--- config.mk ---
export PLATFORM = sky130hd
export DESIGN_NAME = sm_result_stage
export DESIGN_NICKNAME = d
export VERILOG_FILES = /design/src/rtl/sm_result_stage.sv
export SDC_FILE = /design/constraint.sdc
export NUM_CORES = 1
export LEC_CHECK = 0
export ABC_AREA = 1
export CAP_MARGIN = 20
export CORE_MARGIN = 2
export CORE_UTILIZATION = 43
export DETAILED_ROUTE_END_ITERATION = 10
export PLACE_DENSITY_LB_ADDON = 0.12
export SLEW_MARGIN = 20
export SYNTH_ARGS = -nofsm -noshare
export SYNTH_HDL_FRONTEND = slang
export SYNTH_SLANG_ARGS = --single-unit
export TNS_END_PERCENT = 5
--- constraint.sdc ---
create_clock -name clk -period 2.4 [get_ports clk]
set_clock_uncertainty 0.2 [all_clocks]
set_input_delay 0.48 -clock clk [delete_from_list [all_inputs] [get_ports clk]]
set_output_delay 0.48 -clock clk [all_outputs]
set_load 0.02 [all_outputs]
--- src/rtl/sm_result_stage.sv ---
// Two-stage result pipeline behind the sign-magnitude adder: converts the two's-complement sum
// to saturated sign-magnitude. Define SM_OVF_CNT_EN to include the saturating overflow counter.
module sm_result_stage #(
    parameter int unsigned DEPTH_STAGES = 2,
    parameter int unsigned SAT_MAG      = 127
) (
    input  logic       clk,
    input  logic       rst_n,
    input  logic       in_valid,
    output logic       in_ready,
    input  logic [7:0] in_a,
    input  logic [7:0] in_b,
    input  logic [8:0] in_sum,
    output logic       out_valid,
    input  logic       out_ready,
    output logic [7:0] out_sm,
    output logic       out_cmp,
    output logic       out_ovf,
    output logic [7:0] ovf_cnt
);

    if (DEPTH_STAGES != 2) begin : gen_depth_check
        $error("sm_result_stage supports DEPTH_STAGES = 2 only");
    end

    localparam logic [8:0] SatMag9 = SAT_MAG[8:0];

    logic       s1_valid_q;
    logic [7:0] s1_a_q;
    logic [7:0] s1_b_q;
    logic [8:0] s1_sum_q;

    logic       s2_valid_q;
    logic [7:0] s2_sm_q;
    logic       s2_cmp_q;
    logic       s2_ovf_q;

    logic       s2_adv;
    logic       accept;

    logic       sa;
    logic       sb;
    logic [7:0] t;
    logic [8:0] mag9;
    logic [6:0] mag;
    logic       sign;
    logic       ovf;

    // Only the operand signs steer the conversion; magnitudes are carried for completeness.
    logic unused_mag;
    assign unused_mag = ^{s1_a_q[6:0], s1_b_q[6:0]};

    assign s2_adv   = !s2_valid_q || out_ready;
    assign in_ready = !s1_valid_q || s2_adv;
    assign accept   = in_valid && in_ready;

    always_comb begin
        sa   = s1_a_q[7];
        sb   = s1_b_q[7];
        t    = s1_sum_q[7:0];
        mag9 = '0;
        sign = 1'b0;
        if (!sa && !sb) begin
            mag9 = {1'b0, t};
            sign = 1'b0;
        end else if (sa && sb) begin
            mag9 = {1'b0, ~t + 8'd1};
            sign = 1'b1;
        end else begin
            sign = t[7];
            mag9 = t[7] ? {1'b0, ~t + 8'd1} : {1'b0, t};
        end
        ovf = (mag9 > SatMag9);
        mag = ovf ? SatMag9[6:0] : mag9[6:0];
        // No negative zero, including after saturation to a zero SAT_MAG.
        if (mag == 7'd0) begin
            sign = 1'b0;
        end
    end

    always_ff @(posedge clk or negedge rst_n) begin
        if (!rst_n) begin
            s1_valid_q <= 1'b0;
            s1_a_q     <= '0;
            s1_b_q     <= '0;
            s1_sum_q   <= '0;
        end else if (accept) begin
            s1_valid_q <= 1'b1;
            s1_a_q     <= in_a;
            s1_b_q     <= in_b;
            s1_sum_q   <= in_sum;
        end else if (s2_adv) begin
            s1_valid_q <= 1'b0;
        end
    end

    always_ff @(posedge clk or negedge rst_n) begin
        if (!rst_n) begin
            s2_valid_q <= 1'b0;
            s2_sm_q    <= '0;
            s2_cmp_q   <= 1'b0;
            s2_ovf_q   <= 1'b0;
        end else if (s2_adv) begin
            s2_valid_q <= s1_valid_q;
            if (s1_valid_q) begin
                s2_sm_q  <= {sign, mag};
                s2_cmp_q <= s1_sum_q[8];
                s2_ovf_q <= ovf;
            end
        end
    end

    assign out_valid = s2_valid_q;
    assign out_sm    = s2_sm_q;
    assign out_cmp   = s2_cmp_q;
    assign out_ovf   = s2_ovf_q;

`ifdef SM_OVF_CNT_EN
    logic [7:0] ovf_cnt_q;

    always_ff @(posedge clk or negedge rst_n) begin
        if (!rst_n) begin
            ovf_cnt_q <= '0;
        end else if (s2_valid_q && out_ready && s2_ovf_q && (ovf_cnt_q != 8'hFF)) begin
            ovf_cnt_q <= ovf_cnt_q + 8'd1;
        end
    end

    assign ovf_cnt = ovf_cnt_q;
`else
    assign ovf_cnt = '0;
`endif

endmodule

# [After elaboration in Yosys (flattened, before gate mapping)]
# Index checks and enable logic that the tools add are counted.
[totals] register_bits=37 in_bits=29 out_inout_bits=20 word_cells=32
[classes] n_addsub=1 magnitude_cmp=1 n_mux=9 bitwise_logic=1 n_reduce_logical=12
[op_table] op="two-way mux 8 bit" n=2
[op_table] op="greater-than comparator 9 x 7 -> 1 bit, second input constant" n=1
[op_table] op="two-way mux 9 bit" n=1
[op_table] op="adder 8 x 1 -> 8 bit, second input constant" n=1
[op_table] op="NOT 8 bit" n=1
[op_table] op="logical NOT 7 bit" n=1
[op_table] op="two-way mux 7 bit" n=1
[op_table] op="two-way mux 1 bit" n=5
[op_table] op="logical NOT 1 bit" n=4
[op_table] op="logical AND 1 bit" n=3
[op_table] op="logical OR 1 bit" n=2
[op_table] op="AND reduction 2 bit" n=1
[op_table] op="nonzero test 2 bit" n=1

# [Depth between registers and ports, before layout]
# Gate-level depths: netlist of the first run.
[logic_depth] depth_word=9 depth_mapped=12 depth_no_buf=12

# [Worst setup path after synthesis of the first run]
# Ideal clock, no wire load.
[synth_timing] path_type="flip-flop to flip-flop" startpoint="register s1_sum_q[2]" endpoint="register s2_sm_q[7] (netlist: out_sm[7])" setup_time_ns=0.116 arrival_ns=1.585 t_required_ns=2.084 setup_slack_ns=0.499 stages_incl_launch_ff=13 path_buffers=0 period_less_slack_ns=1.901 cell_sequence="dfrtp_1 -> nor2_1 -> nand3_1 -> nor3_1 -> ha_1 -> nand3b_1 -> nand2_4 -> nor2_8 -> nand3_1 -> nor2_1 -> nand3_1 -> nand2_1 -> nand2_1"
[synth_between] elab_chain_len=9
[synth_rtl] item="start, declared" line="31" rtl="logic [8:0] s1_sum_q;"
[synth_rtl] item="start signal, assigned" line="91" rtl="s1_sum_q <= in_sum;"
[synth_rtl] item="NOT 8 bit" line="67, 71"
[synth_rtl] item="adder 8 x 1 -> 8 bit" line="67, 71"
[synth_rtl] item="two-way mux 8 bit" line="71" rtl="mag9 = t[7] ? {1'b0, ~t + 8'd1} : {1'b0, t};"
[synth_rtl] item="two-way mux 8 bit" line="66" rtl="end else if (sa && sb) begin"
[synth_rtl] item="two-way mux 9 bit *" line="63" rtl="if (!sa && !sb) begin"
[synth_rtl] item="greater-than comparator 9 x 7 -> 1 bit" line="73" rtl="ovf = (mag9 > SatMag9);"
[synth_rtl] item="two-way mux 7 bit *" line="74" rtl="mag = ovf ? SatMag9[6:0] : mag9[6:0];"
[synth_rtl] item="logical NOT 7 bit *" line="76" rtl="if (mag == 7'd0) begin"
[synth_rtl] item="two-way mux 1 bit *" line="76"
[synth_rtl] item="end signal, assigned" line="106" rtl="s2_sm_q <= {sign, mag};"
[synth_rtl] item="end, declared" line="34" rtl="logic [7:0] s2_sm_q;"
# Every way passes the cells marked *; elsewhere a longest branch is shown, timed or not.
# A chain may end at the register's enable or synchronous reset.

# [Worst setup path in the final report of the first run]
# Same ends and word-level chain as after synthesis.

==> results of run 1 <==
-- final timing paths --
kind                       depth (start not counted)     endpoint   startpoint
max in group asynchronous                          2      out_cmp        rst_n
setup / recovery                                  12    out_sm[7]  s1_sum_q[2]
hold / removal                                     2    out_sm[5]    out_sm[5]
hold reg to reg                                    2    out_sm[5]    out_sm[5]
setup reg to reg                                  12    out_sm[7]  s1_sum_q[2]
min in group asynchronous                          2  s1_sum_q[6]        rst_n
-- worst max-delay path: stages, from the launching register on --
cell and delay [ns]:
dfrtp_1 0.43, nor2_1 0.14, nand3_1 0.16, nor3_2 0.15
ha_1 0.13, nand3b_1 0.14, nand2_4 0.08, nor2_8 0.16
nand3_1 0.12, nor2_1 0.12, nand3_1 0.08, nand2_1 0.07
nand2_1 0.05
-- through the flow --
stage / utilization / setup WS (ns)
finish: 0.5685 / 0.2783
global route: 0.5685 / 0.05797
CTS: 0.5658 / 0.03593
detailed placement: 0.5558 / 0.05216
global placement: 0.5558 / 0.04492
floorplan: - / 0.4988
-- power by group --
part	internal [mW]	switching, mW	leakage [nW]	total (mW)
clock network	0.0622	0.119	0.0177	0.181
registers	0.483	0.0607	0.263	0.544
logic	0.250	0.319	0.509	0.569
-- placed cells by master (no fill, tap or decap), drive strengths merged --
cell            n
nor3            1
nand3          18
conb            8
a21oi          12
nand4           1
inv            15
nor2           24
clkinv          2
ha              2
o21ai           2
buf             5
clkdlybuf4s50  25
clkbuf          3
dlymetal6s2s    1
dfrtp          23
nand3b          1
nand2          43
a31oi           2
-- logic make-up after synthesis --
logic type / share of synthesized area
other: 0.003000
adders and majority gates: 0.02002
DFF: 0.4605
AOI/OAI and AO/OA: 0.07508
buffers and inverters: 0.1121
and+or+nand+nor: 0.3293
-- layout make-up --
class                      count  share of cell area
clock buffer                   3             0.01437
clock inverter                 1            0.003192
inverter                      16             0.03831
multi-input combinational    114              0.3607
sequential                    23              0.3671
tap                           31             0.02474
timing repair buffer          31              0.1915
-- flip-flops by register name (all words and copies together), names as in the netlist --
signal / cells
s1_sum_q: 9
out_sm: 8
out_cmp: 1
out_ovf: 1
out_valid: 1
s1_a_q: 1
s1_b_q: 1
s1_valid_q: 1
-- per-layer routing --
| metal | vias to the layer above | share of wire | wire (um) |
|---|---|---|---|
| met5 | - | 0 | 0 |
| li1 | 543 | - | - |
| met2 | 30 | 0.44 | 1018 |
| met4 | 0 | 0.013 | 30 |
| met3 | 4 | 0.055 | 126 |
| met1 | 458 | 0.49 | 1114 |
-- synth_stat cells --
| master | n |
|---|---|
| nor2_4 | 1 |
| inv_1 | 15 |
| nand3b_1 | 1 |
| o21ai_0 | 2 |
| nor2_2 | 1 |
| buf_4 | 8 |
| nand2_2 | 4 |
| clkinv_1 | 1 |
| nor2_8 | 1 |
| buf_2 | 1 |
| buf_1 | 1 |
| nand2_4 | 2 |
| nor3_1 | 1 |
| dfrtp_1 | 23 |
| a31oi_1 | 2 |
| a21oi_1 | 11 |
| nand3_1 | 18 |
| ha_1 | 2 |
| conb_1 | 1 |
| a21oi_4 | 1 |
| nand4_1 | 1 |
| nand2_1 | 37 |
| nor2_1 | 21 |
| buf_6 | 1 |
==> out/results.ini, run 1 <==
[status]
outcome = completed

[synth]
synth_seq_cells = 23
yosys.area.top_type = dfrtp_1
netlist_area_mm2 = 0.001250
yosys_warnings = 0
ys_seq_area_frac = 0.4605
synth.distinct_cells = 24
syn_area_per_cell_um2 = 7.961
synthCells = 157
synth_top_area_frac = 0.4605
synthTopCellsByArea = dfrtp_1 (46%), nand2_1 (11%), nand3_1 (7.2%), nor2_1 (6.3%), buf_4 (4.8%)

[die]
initial_core_util = 0.4533
die_h_um = 57.92
dieArea_mm2 = 0.003354
pin_count = 49
die_x_um = 57.92
core-area_mm2 = 0.002758
rows = 19

[finish]
area_growth_syn_to_layout_pct = 25.43
finalNonFillerCells = 219
finalNetCount = 220
antenna_cells = 0
multiInputGateArea_um2 = 565.5
fillCellCount = 280
final_area_mm2 = 0.001568
drive_gt1_frac = 0.1064
seq_area_um2 = 575.6

[clock_network]
cts_tree = yes
path_clk_slew_ns = 0.13
post-cts-setup-buffer-count = 0
cts_max_level = 1
cts_made_buffers = 3
cts_buffer_depth = 2
ctsHoldBuffers = 0
cts_resized = 0
cts-root-buf = clkbuf_4
numClockSinks = 23
clk-insertion-delay-late_ns = 0.31

[sta]
drv_slew = 0
hold_violations = 0
setup_violations = 0
tns_ns = 0
rsz0062_at_grt = no
fin_crit_ns = 2.122
fmax_mhz = 471.3
whs_ns = 0.2918
finalCritPeriodShare = 0.8840

[placement]
place_area_mm2 = 0.001533
gp_congestion = 0.8153
place_hpwl_um = 1795
io_buffers = 26
dp_cells = 215

[run]
maxCapViolCount = 0

[detailed_routing]
dr_total_vias = 1035
viasPerCell = 4.726
routedWlPerCell_um = 10.45
first_pass_iters = 4
ant_nets = 0
dr.first_iter.drc_count = 48
routed_wl_um = 2289
drc = 0

[global_routing]
grt.overflow.total = 0
grt_pass1_wl_um = 4057
grt_max_degree = 24
grt_util_met1 = 0.2166
grt_antenna_before_repair = 0
gr-usage-met2 = 0.2419
grt_use_total = 0.1553
grt_busiest_layer = met2
grt_pass1_vias = 975
use_met3 = 0.02232

[setup_path]
r2r_setup_slack_ns = 0.28
cp_max_fo = 9
worstSetupStartpointType = flop
crit_type = flop to flop
required_ns = 2.42
cp.arrival_ns = 2.14
cp-end-kind = flop

[min_path]
min_path_type = flop to flop

[power]
p_per_area_mw_per_mm2 = 825.3
ir_drop_uv = 615.0
power.leakage_nw = 0.7895
power_mw = 1.294

(Power assumes the default switching activity.)
==> run 2, diff against run 1 <==
CORE_UTILIZATION = 46   (was 43)
HOLD_SLACK_MARGIN = 0.15   (was not set)
clock period = 2.6 ns   (was 2.4 ns; I/O delays follow)
==> out/results.ini, run 2 (same netlist as run 1, synthesis figures left out) <==
[run]
maxCapViolCount = 0

[setup_path]
crit_family = buffers and inverters
worstSetupStartpointType = primary input
max_stage_delay_ns = 0.62
crit_path_top_delay_cell = clkdlybuf4s50_1
cp.arrival_ns = 1.75
cp_max_fo = 3
path_cells = clkdlybuf4s50_1 > inv_1 > nand3_1 > clkdlybuf4s50_1
crit_top_cell = clkdlybuf4s50_1
crit_type = primary input to primary output
critPathBufInv = 3
cp-end-kind = primary output
required_ns = 1.88

[global_routing]
grt_busiest_layer = met2
grt_use_total = 0.1600
grt.overflow.total = 0
gr-usage-met2 = 0.2756
grt_max_degree = 24
grt_antenna_before_repair = 0
grt_pass1_vias = 997
use_met3 = 0.02326
grt_pass1_wl_um = 4077
grt_util_met1 = 0.2012

[power]
ir_drop_uv = 486.4
power_mw = 1.185
power.leakage_nw = 0.7698
p_per_area_mw_per_mm2 = 772.1

[detailed_routing]
routed_wl_um = 2308
first_pass_iters = 4
dr_total_vias = 1033
drc = 0
routedWlPerCell_um = 10.73
ant_nets = 0
dr.first_iter.drc_count = 25
viasPerCell = 4.805

[die]
die_h_um = 56.13
die_x_um = 56.13
initial_core_util = 0.4955
rows = 18
dieArea_mm2 = 0.003150
core-area_mm2 = 0.002522
pin_count = 49

[placement]
dp_cells = 211
io_buffers = 26
place_hpwl_um = 1824
place_area_mm2 = 0.001509
dpl_worst_slack_ns = 0.1169
gp_congestion = 0.7796

[finish]
drive_gt1_frac = 0.08108
finalNetCount = 217
final_cell_mix = nand2_1 (37), clkdlybuf4s50_1 (26), dfrtp_1 (23), nor2_1 (21), nand3_1 (18)
area_growth_syn_to_layout_pct = 22.82
final_area_mm2 = 0.001535
final_core_util = 0.6086
layout_commonest_cell = nand2_1
antenna_cells = 0
largest_register_ffs = 9
largest-register = s1_sum_q
finalNonFillerCells = 215

[clock_network]
cts_tree = yes
cts_max_level = 1
cts_resized = 0
path_clk_slew_ns = 0.12
ctsHoldBuffers = 0
cts_buffer_depth = 2
cts_made_buffers = 3
clk-insertion-delay-late_ns = 0.31
cts-root-buf = clkbuf_4
post-cts-setup-buffer-count = 0
numClockSinks = 23

[sta]
finalCritPeriodShare = 0.9485
drv_slew = 0
fmax_mhz = 405.5
fin_ws_ns = 0.1340
tns_ns = 0
fin_crit_ns = 2.466
hold_violations = 0
tightest_slew_ns = 0.6595
relSlewSlack = 0.5592
setup_violations = 0
rsz0062_at_grt = no
whs_ns = 0.2956

[status]
outcome = completed

[min_path]
min_path_type = flop to flop

-- run 2: where the power goes --
group | internal, mW | leakage (nW) | total (mW) | switching (mW)
registers | 0.446 | 0.263 | 0.503 | 0.0565
clock network | 0.0599 | 0.0150 | 0.165 | 0.105
logic | 0.225 | 0.492 | 0.518 | 0.293
total | 0.731 | 0.770 | 1.19 | 0.454
-- run 2: layer usage --
layer | up-vias | share of wire
li1 | 537 | -
met5 | - | 0
met3 | 5 | 0.048
met1 | 462 | 0.45
met4 | 0 | 0.016
met2 | 29 | 0.48
-- run 2: worst register-to-register path: stages (launching register included) --
cell,delay (ns)
dfrtp_1,0.43
nor2_1,0.14
nand3_1,0.14
nor3_1,0.17
ha_1,0.14
nand3b_1,0.14
nand2_4,0.08
nor2_8,0.16
nand3_1,0.12
nor2_1,0.12
nand3_1,0.08
nand2_1,0.06
nand2_1,0.04
-- run 2: layout make-up --
type / count / area (um2)
fill: 250 / 987.2
inverter: 16 / 60.06
multi-input combinational: 114 / 560.5
tap: 30 / 37.54
sequential: 23 / 575.6
timing repair buffer: 28 / 275.3
clock buffer: 4 / 26.28
-- run 2: worst paths after layout --
| path | startpoint | to | slack [ns] | depth (start not counted) |
|---|---|---|---|---|
| setup / recovery | out_ready | in_ready | 0.13 | 4 |
| hold / removal | out_sm[2] | out_sm[2] | 0.30 | 2 |
| setup reg to reg | s1_sum_q[2] | out_sm[7] | 0.48 | 12 |
| hold reg to reg | out_sm[2] | out_sm[2] | 0.30 | 2 |
| max in group asynchronous | rst_n | s1_sum_q[2] | 1.63 | 2 |
| min in group asynchronous | rst_n | s1_sum_q[5] | 0.34 | 2 |
==> run 3, diff against run 2 <==
CTS_CLUSTER_DIAMETER = 60   (was not set)
PLACE_DENSITY = 0.84   (was not set)
PLACE_DENSITY_LB_ADDON = not set   (was 0.12)
==> out/results.ini, run 3 (same netlist as run 1, synthesis figures left out) <==
[min_path]
min_path_type = flop to flop
hp-start = out_sm[6]

[setup_path]
cp_max_fo = 3
cp-end-kind = primary output
worstSetupStartpointType = primary input
path_cells = clkdlybuf4s50_1 > inv_1 > nand3_1 > clkdlybuf4s50_1
crit_path_top_delay_cell = clkdlybuf4s50_1
required_ns = 1.88
crit_family = buffers and inverters
max_stage_delay_ns = 0.62
critPathBufInv = 3
cp-startpoint = out_ready
cp.arrival_ns = 1.73
crit_top_cell = clkdlybuf4s50_1
crit_type = primary input to primary output
r2r-start = s1_sum_q[2]

[detailed_routing]
viasPerCell = 4.930
routed_wl_um = 2421
dr.first_iter.drc_count = 16
routedWlPerCell_um = 11.26
ant_nets = 0
dr_total_vias = 1060
first_pass_iters = 5
drc = 0

[finish]
drive_gt1_frac = 0.08649
finalNonFillerCells = 215
finalNetCount = 217
multiInputGateArea_um2 = 560.5
area_growth_syn_to_layout_pct = 22.92
layout_commonest_cell = nand2_1
seq_area_um2 = 575.6
final_core_util = 0.6091
fillCellCount = 232
final_cell_mix = nand2_1 (37), clkdlybuf4s50_1 (26), dfrtp_1 (23), nor2_1 (21), nand3_1 (18)
largest-register = s1_sum_q
largest_register_ffs = 9
antenna_cells = 0

[global_routing]
grt_use_total = 0.1733
grt_antenna_before_repair = 0
grt.overflow.total = 0
grt_pass1_vias = 1037
grt_pass1_wl_um = 4436
grt_max_degree = 24

[clock_network]
ctsHoldBuffers = 0
numClockSinks = 23
cts_tree = yes
post-cts-setup-buffer-count = 0
cts_buffer_depth = 2
cts_made_buffers = 3
clk-insertion-delay-late_ns = 0.31
path_clk_slew_ns = 0.13
cts-root-buf = clkbuf_4
cts_resized = 0
cts_max_level = 1

[placement]
dp_cells = 211
gp_congestion = 0.8581
place_hpwl_um = 1893
io_buffers = 26

[die]
initial_core_util = 0.4955
pin_count = 49
core-area_mm2 = 0.002522
die_h_um = 56.13
die_x_um = 56.13
rows = 18
dieArea_mm2 = 0.003150

[sta]
hold_violations = 0
tightest_slew_ns = 0.6557
rsz0062_at_grt = no
fin_crit_ns = 2.451
whs_ns = 0.2952
setup_violations = 0
relSlewSlack = 0.5618
tns_ns = 0
drv_slew = 0
fmax_mhz = 407.9
finalCritPeriodShare = 0.9428

[power]
ir_drop_uv = 648.6
p_per_area_mw_per_mm2 = 777.9
p_int_uw = 728.7
power_frac_clock = 0.140
comb_power_share = 0.440
power_mw = 1.195
power.share.switching = 0.3903
sequentialPowerShare = 0.421
power.leakage_nw = 0.7725
p_sw_uw = 466.5

[run]
maxCapViolCount = 0

[status]
outcome = completed

[run 3: cell types whose count changed in the layout (fill, tap and decap cells not counted), sizes merged]
cell,before,now
clkbuf,4,3
clkinv,1,2
[run 3: layout make-up]
class	instances	share of cell area
inverter	16	0.03909
clock buffer	3	0.01466
clock inverter	1	0.003257
timing repair buffer	28	0.1792
multi-input combinational	114	0.3648
sequential	23	0.3746
tap	30	0.02443
[run 3: per-stage QoR]
step                      worst slack (ns)  cell area, um2
after floorplan                     0.6988            1276
after global placement              0.1568            1509
after detailed placement            0.1460            1509
after CTS                           0.1409            1536
after global routing               0.08492            1536
final                               0.1487            1536
[run 3: per-layer routing]
metal  vias to the layer above  part of all wire  global-route usage
met5                         -                 0                   0
met4                         0             0.011             0.05102
met3                         4             0.040             0.03256
met2                        26              0.51              0.3092
met1                       490              0.43              0.2110
li1                        540                 -                   -
[run 3: power by group through the flow]
stage / sequential (mW) / combinational, mW / clock (mW)
after floorplan: 0.583 / 0.252 / 0
after global placement: 0.506 / 0.512 / 0
after detailed placement: 0.511 / 0.526 / 0
after CTS: 0.503 / 0.529 / 0.168
after global routing: 0.517 / 0.579 / 0.191
final: 0.503 / 0.525 / 0.167
[run 3: worst paths after layout]
path | slack (ns) | cells after the start | endpoint
max | 0.15 | 4 | in_ready
max in group asynchronous | 1.63 | 2 | s1_sum_q[0]
min reg2reg | 0.30 | 2 | out_sm[6]
max reg2reg | 0.43 | 12 | out_sm[7]
min in group asynchronous | 0.34 | 2 | s1_a_q[7]
min | 0.30 | 2 | out_sm[6]
[run 3: worst reg2reg max path: cells and delay by family, from the launching register on]
| family | cells | cell delay, ns |
|---|---|---|
| simple gates | 11 | 1.30 |
| flops | 1 | 0.43 |
| fa+ha+maj | 1 | 0.14 |
